### config.mk
export PLATFORM = sky130hd
export DESIGN_NAME = mem_responder_flat
export DESIGN_NICKNAME = d
export VERILOG_FILES = /design/src/rtl/mem_responder_if.sv /design/src/rtl/mem_responder.sv /design/src/flat_wrapper.sv
export SDC_FILE = /design/constraint.sdc
export NUM_CORES = 2
export LEC_CHECK = 0
export CAP_MARGIN = 20
export CELL_PAD_IN_SITES_DETAIL_PLACEMENT = 1
export CELL_PAD_IN_SITES_GLOBAL_PLACEMENT = 2
export CORE_MARGIN = 2
export CORE_UTILIZATION = 35
export CTS_BUF_LIST = sky130_fd_sc_hd__clkbuf_8 sky130_fd_sc_hd__clkbuf_16
export DETAILED_ROUTE_END_ITERATION = 10
export PLACE_DENSITY_LB_ADDON = 0.1
export SYNTH_ARGS = -nofsm -noshare
export SYNTH_HDL_FRONTEND = slang
export SYNTH_SLANG_ARGS = --single-unit
### constraint.sdc
create_clock -name clk -period 3.05 [get_ports clk]
set_input_delay 0.61 -clock clk [delete_from_list [all_inputs] [get_ports clk]]
set_output_delay 0.61 -clock clk [all_outputs]
set_load 0.005 [all_outputs]
### src/rtl/mem_responder_if.sv
// Bus between the pipeline's memory stage and mem_responder.
// The pipeline is the master: it drives the request and reads back the
// load data and the handshake flags.
interface mem_responder_if;
    logic        MemRead;
    logic        MemWrite;
    logic [31:0] Addr;
    logic [31:0] WData;
    logic [31:0] RData;
    logic        Done;
    logic        Err;
    logic        Stall;

    modport master (
        output MemRead, MemWrite, Addr, WData,
        input  RData, Done, Err, Stall
    );

    modport slave (
        input  MemRead, MemWrite, Addr, WData,
        output RData, Done, Err, Stall
    );
endinterface

### src/rtl/mem_responder.sv
// mem_responder: fixed-latency word memory behind a pipeline memory stage.
// A request taken in IDLE completes WAIT cycles later with a one-cycle Done
// pulse; Stall holds the pipeline until then. Out-of-range addresses and
// simultaneous read+write complete with Err and load RData with zero.
// Optional build macro: MEM_ALIGN_CHECK_EN turns a misaligned address
// (Addr[1:0] != 0) into an error; without it the low address bits are ignored.
module mem_responder #(
    parameter int DEPTH = 64,  // 32-bit words, power of two, 4..1024
    parameter int WAIT  = 2    // accept-to-completion latency, 1..15
) (
    input  logic          clk,
    input  logic          rst_n,
    mem_responder_if.slave bus
);
    localparam int AW = $clog2(DEPTH);

    typedef enum logic {IDLE, BUSY} state_t;

    state_t        state;
    logic [3:0]    cnt;
    logic [AW-1:0] idx_q;
    logic [31:0]   wdata_q;
    logic          rd_q;
    logic          wr_q;
    logic          bad_q;
    logic [31:0]   rdata_q;
    logic          done_q;
    logic          err_q;

    logic [31:0]   mem [DEPTH];

    logic          req;
    logic          in_bad;
    logic [AW-1:0] in_idx;
    logic [AW-1:0] cur_idx;
    logic          cur_rd;
    logic          cur_bad;
    logic          fin_next;
    logic          mem_we;

    assign req    = bus.MemRead | bus.MemWrite;
    assign in_idx = bus.Addr[AW+1:2];

`ifdef MEM_ALIGN_CHECK_EN
    assign in_bad = (|bus.Addr[31:AW+2]) | (bus.MemRead & bus.MemWrite) | (|bus.Addr[1:0]);
`else
    // Byte-offset bits are deliberately dropped in this build.
    logic unused_addr_lsb;
    assign unused_addr_lsb = ^bus.Addr[1:0];
    assign in_bad = (|bus.Addr[31:AW+2]) | (bus.MemRead & bus.MemWrite);
`endif

    // Select the operation that is about to complete: the incoming request when
    // WAIT=1 accepts and finishes on consecutive edges, otherwise the latched one.
    always_comb begin
        // NOTE: every output gets a default first so no latch is inferred.
        cur_idx  = idx_q;
        cur_rd   = rd_q;
        cur_bad  = bad_q;
        fin_next = 1'b0;
        if (state == IDLE) begin
            cur_idx  = in_idx;
            cur_rd   = bus.MemRead;
            cur_bad  = in_bad;
            fin_next = req && (WAIT == 1);
        end else begin
            fin_next = (cnt == 4'd1);
        end
    end

    // The write lands on the edge that ends the completion cycle.
    assign mem_we = (state == BUSY) && (cnt == 4'd0) && wr_q && !bad_q;

    // Stall is forced low during reset even if the pipeline still holds a request.
    assign bus.Stall = rst_n && (((state == IDLE) && req) || ((state == BUSY) && (cnt != 4'd0)));
    assign bus.RData = rdata_q;
    assign bus.Done  = done_q;
    assign bus.Err   = err_q;

    // Control FSM: accept, count down the latency, register RData/Done/Err.
    always_ff @(posedge clk or negedge rst_n) begin
        if (!rst_n) begin
            state   <= IDLE;
            cnt     <= 4'd0;
            idx_q   <= '0;
            wdata_q <= 32'd0;
            rd_q    <= 1'b0;
            wr_q    <= 1'b0;
            bad_q   <= 1'b0;
            rdata_q <= 32'd0;
            done_q  <= 1'b0;
            err_q   <= 1'b0;
        end else begin
            // NOTE: sequential state uses non-blocking assignments so every
            // register samples pre-edge values regardless of statement order.
            done_q <= fin_next;
            err_q  <= fin_next && cur_bad;
            if (fin_next) begin
                if (cur_bad)     rdata_q <= 32'd0;
                else if (cur_rd) rdata_q <= mem[cur_idx];
            end
            case (state)
                IDLE: begin
                    if (req) begin
                        state   <= BUSY;
                        cnt     <= 4'(WAIT - 1);
                        idx_q   <= in_idx;
                        wdata_q <= bus.WData;
                        rd_q    <= bus.MemRead;
                        wr_q    <= bus.MemWrite;
                        bad_q   <= in_bad;
                    end
                end
                BUSY: begin
                    if (cnt == 4'd0) state <= IDLE;
                    else             cnt   <= cnt - 4'd1;
                end
                default: state <= IDLE;
            endcase
        end
    end

    // Word array write port.
    always_ff @(posedge clk) begin
        // NOTE: the array has no reset; its contents must survive rst_n, and a
        // write abandoned by reset is blocked because the FSM leaves BUSY.
        if (mem_we) mem[idx_q] <= wdata_q;
    end
endmodule
### src/flat_wrapper.sv
// flat-port wrapper written by rule: the top's interface ports become plain ports
module mem_responder_flat 
#(
    parameter int DEPTH = 64,                                        
    parameter int WAIT  = 2                                          
)
  (clk, rst_n, bus_MemRead, bus_MemWrite, bus_Addr, bus_WData, bus_RData, bus_Done, bus_Err, bus_Stall);
  mem_responder_if bus_i ();
  input  logic clk;
  input  logic rst_n;
  input wire logic [$bits(bus_i.MemRead)-1:0] bus_MemRead;
  input wire logic [$bits(bus_i.MemWrite)-1:0] bus_MemWrite;
  input wire logic [$bits(bus_i.Addr)-1:0] bus_Addr;
  input wire logic [$bits(bus_i.WData)-1:0] bus_WData;
  output wire logic [$bits(bus_i.RData)-1:0] bus_RData;
  output wire logic [$bits(bus_i.Done)-1:0] bus_Done;
  output wire logic [$bits(bus_i.Err)-1:0] bus_Err;
  output wire logic [$bits(bus_i.Stall)-1:0] bus_Stall;
  assign bus_i.MemRead = bus_MemRead;
  assign bus_i.MemWrite = bus_MemWrite;
  assign bus_i.Addr = bus_Addr;
  assign bus_i.WData = bus_WData;
  assign bus_RData = bus_i.RData;
  assign bus_Done = bus_i.Done;
  assign bus_Err = bus_i.Err;
  assign bus_Stall = bus_i.Stall;
  mem_responder #(.DEPTH(DEPTH), .WAIT(WAIT)) u_core (.clk(clk), .rst_n(rst_n), .bus(bus_i));
endmodule
Word level (Yosys, flattened, before mapping). Memory sizes are Yosys's and may differ from the RTL's. Index checks and enable logic that the tools add are counted.

Memories: 1. Bits in writable memories: 2048. Input bits: 68. Word-level logic and storage cells: 49. Output and inout port bits: 35. Flip-flop bits (word level): 80.

Bitwise operators: 4. Equal/unequal tests: 3. Add/sub/neg operators: 1. Mux-type cells: 14. Reductions and logical operators: 16.

Memory list: u_core.mem (depth 64, width 32, read ports 1, clocked after Yosys merged registers in 0, wr ports 1, line mem_responder.sv:30) `logic [31:0] mem [DEPTH];`.

Operators with widths (count): $mux W32 (2); $reduce_or A24 Y1 (1); $mux W4 (2); $pmux W4 S2 (1); $logic_and A1 B1 Y1 (7); $mux W1 (7); $mux W6 (1); $reduce_and A2 Y1 (3); $eq A4 B1 Y1 const B (1); $logic_not A4 Y1 (1); $reduce_bool A4 Y1 (1); $sub A4 B1 Y4 const B (1); $ne A2 B1 Y1 const B (1); $ne A2 B2 Y1 const B (1); $or A1 B1 Y1 (2); $pmux W1 S2 (1); $reduce_bool A2 Y1 (1); $and A1 B1 Y1 (1); $logic_not A1 Y1 (1); $logic_or A1 B1 Y1 (1); $not A1 Y1 (1).

Depth between registers and ports, before layout.
Depth after elaboration: 6. Mapped depth: 14. Mapped depth without buffers: 8.

Worst setup path after synthesis. Ideal clock, no wire load.

Kind: flip-flop to flip-flop. Start: register u_core.state. End: memory u_core.mem[63][0] (enable). Stages on the path, launching flop included: 7. Data required time: 2.629 ns. Library setup time: 0.421 ns. Data arrival time: 2.767 ns. Path buffers: 1. Path slack: -0.139 ns. Period minus slack after synthesis: 3.189 ns. Path through: dfrtp_1 buf_4 nor4b_1 nand3_1 nor2_1 nand3_1 nor2_1.

Cells in the longest elaborated chain, start to end: 5.

Ends and longest elaborated chain: start: declaration (line mem_responder.sv:19) `state_t state;`; start signal: assignment (line mem_responder.sv:83) `state <= IDLE;`; start signal: assignment (line mem_responder.sv:105) `state <= BUSY;`; start signal: assignment (line mem_responder.sv:115) `if (cnt == 4'd0) state <= IDLE;`; $logic_and A1 B1 Y1 (3 in series) (line mem_responder.sv:72) `assign mem_we = (state == BUSY) && (cnt == 4'd0) && wr_q && !bad_q;`; $mux W1 (line mem_responder.sv:127) `if (mem_we) mem[idx_q] <= wdata_q;`; $mux W1 (not written as such) (line mem_responder.sv:127); end: declaration (line mem_responder.sv:30).

No other way between the ends.

Worst setup path in the final report.
Start: register u_core.state. End: register u_core.rdata_q[26] (netlist: u_core.bus.RData[26]).

Cells in the longest elaborated chain, start to end: 4. Elaborated cells on any way between the ends: 9. Classes of those cells: 6 x mux; 2 x reduce/logical; 1 x memory.

Ends and longest elaborated chain: $mux W6 (line mem_responder.sv:61) `if (state == IDLE) begin`; $mem_v2 Z64 W32; $mux W32 (line mem_responder.sv:100) `else if (cur_rd) rdata_q <= mem[cur_idx];`; $mux W32 (line mem_responder.sv:99) `if (cur_bad) rdata_q <= 32'd0;`; end signal: assignment (line mem_responder.sv:100); end: declaration (line mem_responder.sv:26) `logic [31:0] rdata_q;`.

Several ways; a longest one is shown, not always the timed one. The select of a mux whose other input is x is not followed. A chain may end at the register's enable or synchronous reset.

==> metrics.md <==
| Metric | Value |
|---|---|
| FF+latch count, synth | 2128 |
| First-pass GRT wire length | 444300 microns |
| Failing checks | DRC, setup timing |
| Root Driver | clkbuf_16 |
| Leakage power | 36.71 nW |
| Area grow syn2layout | 27.17% |
| Row count | 179 |
| DR vias/cell | ~5.6 |
| Clock slew at reported path FFs | 60 ps |
| Placed insts | around 9000 |
| I/O Buffers | 100 |
| Critical path type | flip-flop to flip-flop |
| Largest net degree at the start of global routing | 81 |
| Clock network power share | 0.252 |
| EDFF count, synth | 2048 |
| Synth warn | 0 |
| Worst-Margin Slew | 1018 ps |
| GRT busiest layer | met2 |
| DRT Wirelength | 325600 microns |
| Synth async-reset ratio | 0.03759 |
| Synth top area cells | edfxtp_1 (73%), nand2_1 (4.8%), mux4_2 (3.7%) |
| Slowest cell delay on critical path | 540 ps |
| Final WS setup | -32.51 ps |
| Layout cells sized above 1 | 0.2566 |
| Die W | between 400 and 500 microns |
| CTS max path bufs | 3 |
| CTS buffer count | between 200 and 250 |
| DRC viols | 10 |
| Startpoint types | flip-flop |
| Num ports | approximately 100 |
| Required time of the worst setup path | 3810 ps |
| Final Non-Filler Cells | 9574 |
| Sw Ratio | 0.3613 |
| Met1 usage | 0.3699 |
| Final period utilization | 1.011 |
| Max cap viols | 0 |
| Rel. slew slack | 0.3216 |
| DRT iter0 DRCs | roughly 5500 |
| M3 GR Usage | 0.03364 |
| RSZ-0062 raised after global routing | true |
| Clk Latency, worst-skew pair | 900 ps |
| Routability cong. | between 0.8 and 0.9 |
| Total die area | 243000 sq um |
| Initial antenna violation count | 8 |
| Max Freq | 324.4 MHz |
| Wire length per cell | approximately 34 microns |
| Min Tclk post-route | 3083 ps |
| CTS H-tree depth | 4 |
| Cell taking the most area after synthesis | edfxtp_1 |
| Post-DP HPWL | between 200000 and 250000 microns |
| Yosys top cell area share | 0.7350 |
| Syn Nets | 5412 |
| Clock skew | just over 50 ps |
| Avg Synthesized Cell Area | 15.66 sq um |
| Max VDD drop | 0.0007690 V |
| Internal power | 70.09 mW |
| NetSw | 39.65 mW |
| Crit Path Max Fanout | 5 |
| CTS tree | done |
| Initial Utilization | 0.3518 |
| DR pass1 iterations | 8 |
| Setup TNS | -51.64 ps |
| Vias in the first global route | between 50000 and 60000 |
| Max-slew violation count | 0 |
| Worst Path Arrival | 3840 ps |
| Yosys cell types | 67 |
| M2 GR Usage | 0.4300 |
| Gr ovfl total | 0 |
| Mapped Area | 83680 sq um |
| DR vias | 53680 |
| Cells after Synth | 5342 |
| Endpoint class of the critical path | flip-flop |
| Final Setup Violations | 2 |
| R2R Setup Slk | -30 ps |
| Predominant post-synthesis flop cell | edfxtp_1 |
| Flop pwr share | 0.361 |
| Layout Nets | 6269 |
| Routed Antenna Nets | 0 |
| CP Cell Sequence | mux2_8 -> buf_12 -> buf_16 -> buf_4 -> mux4_2 -> a22oi_1 -> nand3_1 -> a221o_1 |
| Tightest Hold Check Type | input port to flip-flop |
| Total core area | 237900 sq um |
| Comb pwr share | 0.387 |
| Top delay family on crit path | multiplexers |
| Pwr dens | 1031 nW/um^2 |
| Hold Violations, Final | 0 |
| Sequential share of the synthesized area | 0.7589 |
| Clock Sinks | 2128 |
| Fillers | roughly 23000 |
| Chip Height | 493.0 microns |
| Status | finished, violations left |
| Critical path buffer and inverter count | 3 |
| Slowest cell on crit path | dfrtp_4 |
| GRT Resource Usage Total | 0.2625 |
-- what timing repair did --
action,CTS,global route
endpoints found under the hold margin,80,0
buffers inserted,27,58
resized for setup,68,171
pin swaps,22,61
gates cloned,6,12
endpoints found under the setup margin,137,62
hold buffers,1,0
-- sequential cells by signal (all words and copies together) (netlist names) --
signal and flops:
u_core.mem 2048, u_core.bus.RData 32, u_core.wdata_q 32, u_core.idx_q 6
u_core.cnt 4, u_core.bad_q 1, u_core.bus.Done 1, u_core.bus.Err 1
u_core.rd_q 1, u_core.state 1, u_core.wr_q 1
-- final cells by class --
class	count	area (sq um)	share of cell area
diodes	5	12.51	0.0001176
multi-input cells	2867	19940	0.1874
clock inverters	173	1219	0.01145
well taps	3167	3963	0.03724
clock buffers	263	6277	0.05899
flip-flops and latches	2128	63540	0.5972
repair buffers	965	11430	0.1074
inverters	6	22.52	0.0002116
-- logic make-up (layout without fill, tap and decap cells) --
| family | Yosys count | count (layout) | synth area share |
|---|---|---|---|
| flip-flops | 2128 | 2128 | 0.7589 |
| AND/OR/NAND/NOR | 1736 | 1736 | 0.08878 |
| AO/OA/AOI/OAI | 724 | 725 | 0.06177 |
| multiplexers | 402 | 404 | 0.06997 |
| buffers and inverters | 350 | 1407 | 0.02029 |
| adder cells (fa/ha/maj) | 2 | 2 | 0.0002990 |
| other | 0 | 5 | 0 |
-- worst paths after layout --
| check | cells after the start | endpoint | start |
|---|---|---|---|
| max | 8 | u_core.bus.RData[26]$_DFFE_PN0P_ | u_core.state$_DFF_PN0_ |
| min | 2 | u_core.wdata_q[12]$_DFFE_PN0P_ | bus_WData[12] |
| max reg2reg | 8 | u_core.bus.RData[26]$_DFFE_PN0P_ | u_core.state$_DFF_PN0_ |
| min reg2reg | 2 | u_core.wr_q$_DFFE_PN0P_ | u_core.wr_q$_DFFE_PN0P_ |
| max in group asynchronous | 3 | u_core.wdata_q[2]$_DFFE_PN0P_ | rst_n |
| min in group asynchronous | 3 | u_core.wdata_q[6]$_DFFE_PN0P_ | rst_n |
-- layer usage --
layer  wire length (microns)  part of all wire  vias up
li1                        -                 -    22610
met1                  144000              0.44    29000
met2                  156000              0.48     1669
met3                   16870             0.052      402
met4                    8713             0.027        0
met5                       0                 0        -
-- stage by stage --
step / hold WS [ps] / setup WS [ps] / instance area [sq um] / utilization / total power [mW]
after floorplan: 314.4 / -138.6 / 83680 / - / 57.90
after global placement: 488.6 / -1125 / 96500 / 0.4057 / 78.35
after detailed placement: 498.0 / -1103 / 96600 / 0.4061 / 78.95
after CTS: 248.4 / -40.55 / 104800 / 0.4406 / 108.0
after global routing: 287.6 / -54.25 / 106400 / 0.4474 / 114.1
final: 316.1 / -32.51 / 106400 / 0.4474 / 109.7
-- power groups by stage --
stage / sequential, mW / combinational [mW] / clock (mW)
after CTS: 40.2 / 39.6 / 28.2
final: 39.7 / 42.4 / 27.6
after floorplan: 39.8 / 18.1 / 0
after global routing: 39.8 / 45.1 / 29.2
after global placement: 41.1 / 37.3 / 0
after detailed placement: 40.8 / 38.1 / 0
-- worst reg2reg max path: cells and delay by family (launching register included) --
family | cells | cell delay (ps)
AO/OA/AOI/OAI | 2 | 700
buffers and inverters | 3 | 470
flip-flops | 1 | 540
multiplexers | 2 | 850
AND/OR/NAND/NOR | 1 | 400
-- Yosys cell counts (12+ instances only) --
master / instances
o211ai_1: 12
a22oi_1: 33
o311ai_0: 15
buf_2: 153
a21oi_1: 115
nor2b_1: 17
dfrtp_1: 80
nand2_1: 1071
a2111o_1: 12
mux4_2: 136
a311oi_1: 72
nand3_1: 338
clkbuf_1: 120
buf_1: 29
and3_1: 108
nor2_1: 134
a211oi_1: 13
edfxtp_1: 2048
buf_4: 31
o221ai_1: 19
a221oi_1: 66
nand4_1: 19
o21ai_1: 18
a31oi_1: 96
o22ai_1: 17
o21ai_0: 97
a32oi_1: 85
mux2_2: 67
mux2i_1: 183
-- cell usage in the layout, fill, tap and decap left out, types with 78 or more instances in the layout --
master           count
edfxtp_1          2048
nand2_1           1064
buf_4              548
nand3_1            330
buf_12             265
clkbuf_16          247
mux2i_1            171
mux4_2             136
and3_1             104
a21oi_1            102
clkdlybuf4s50_1     97
a31oi_1             87
inv_1               86
a32oi_1             80
o21ai_0             78
Power figures use the tool's default switching activity.
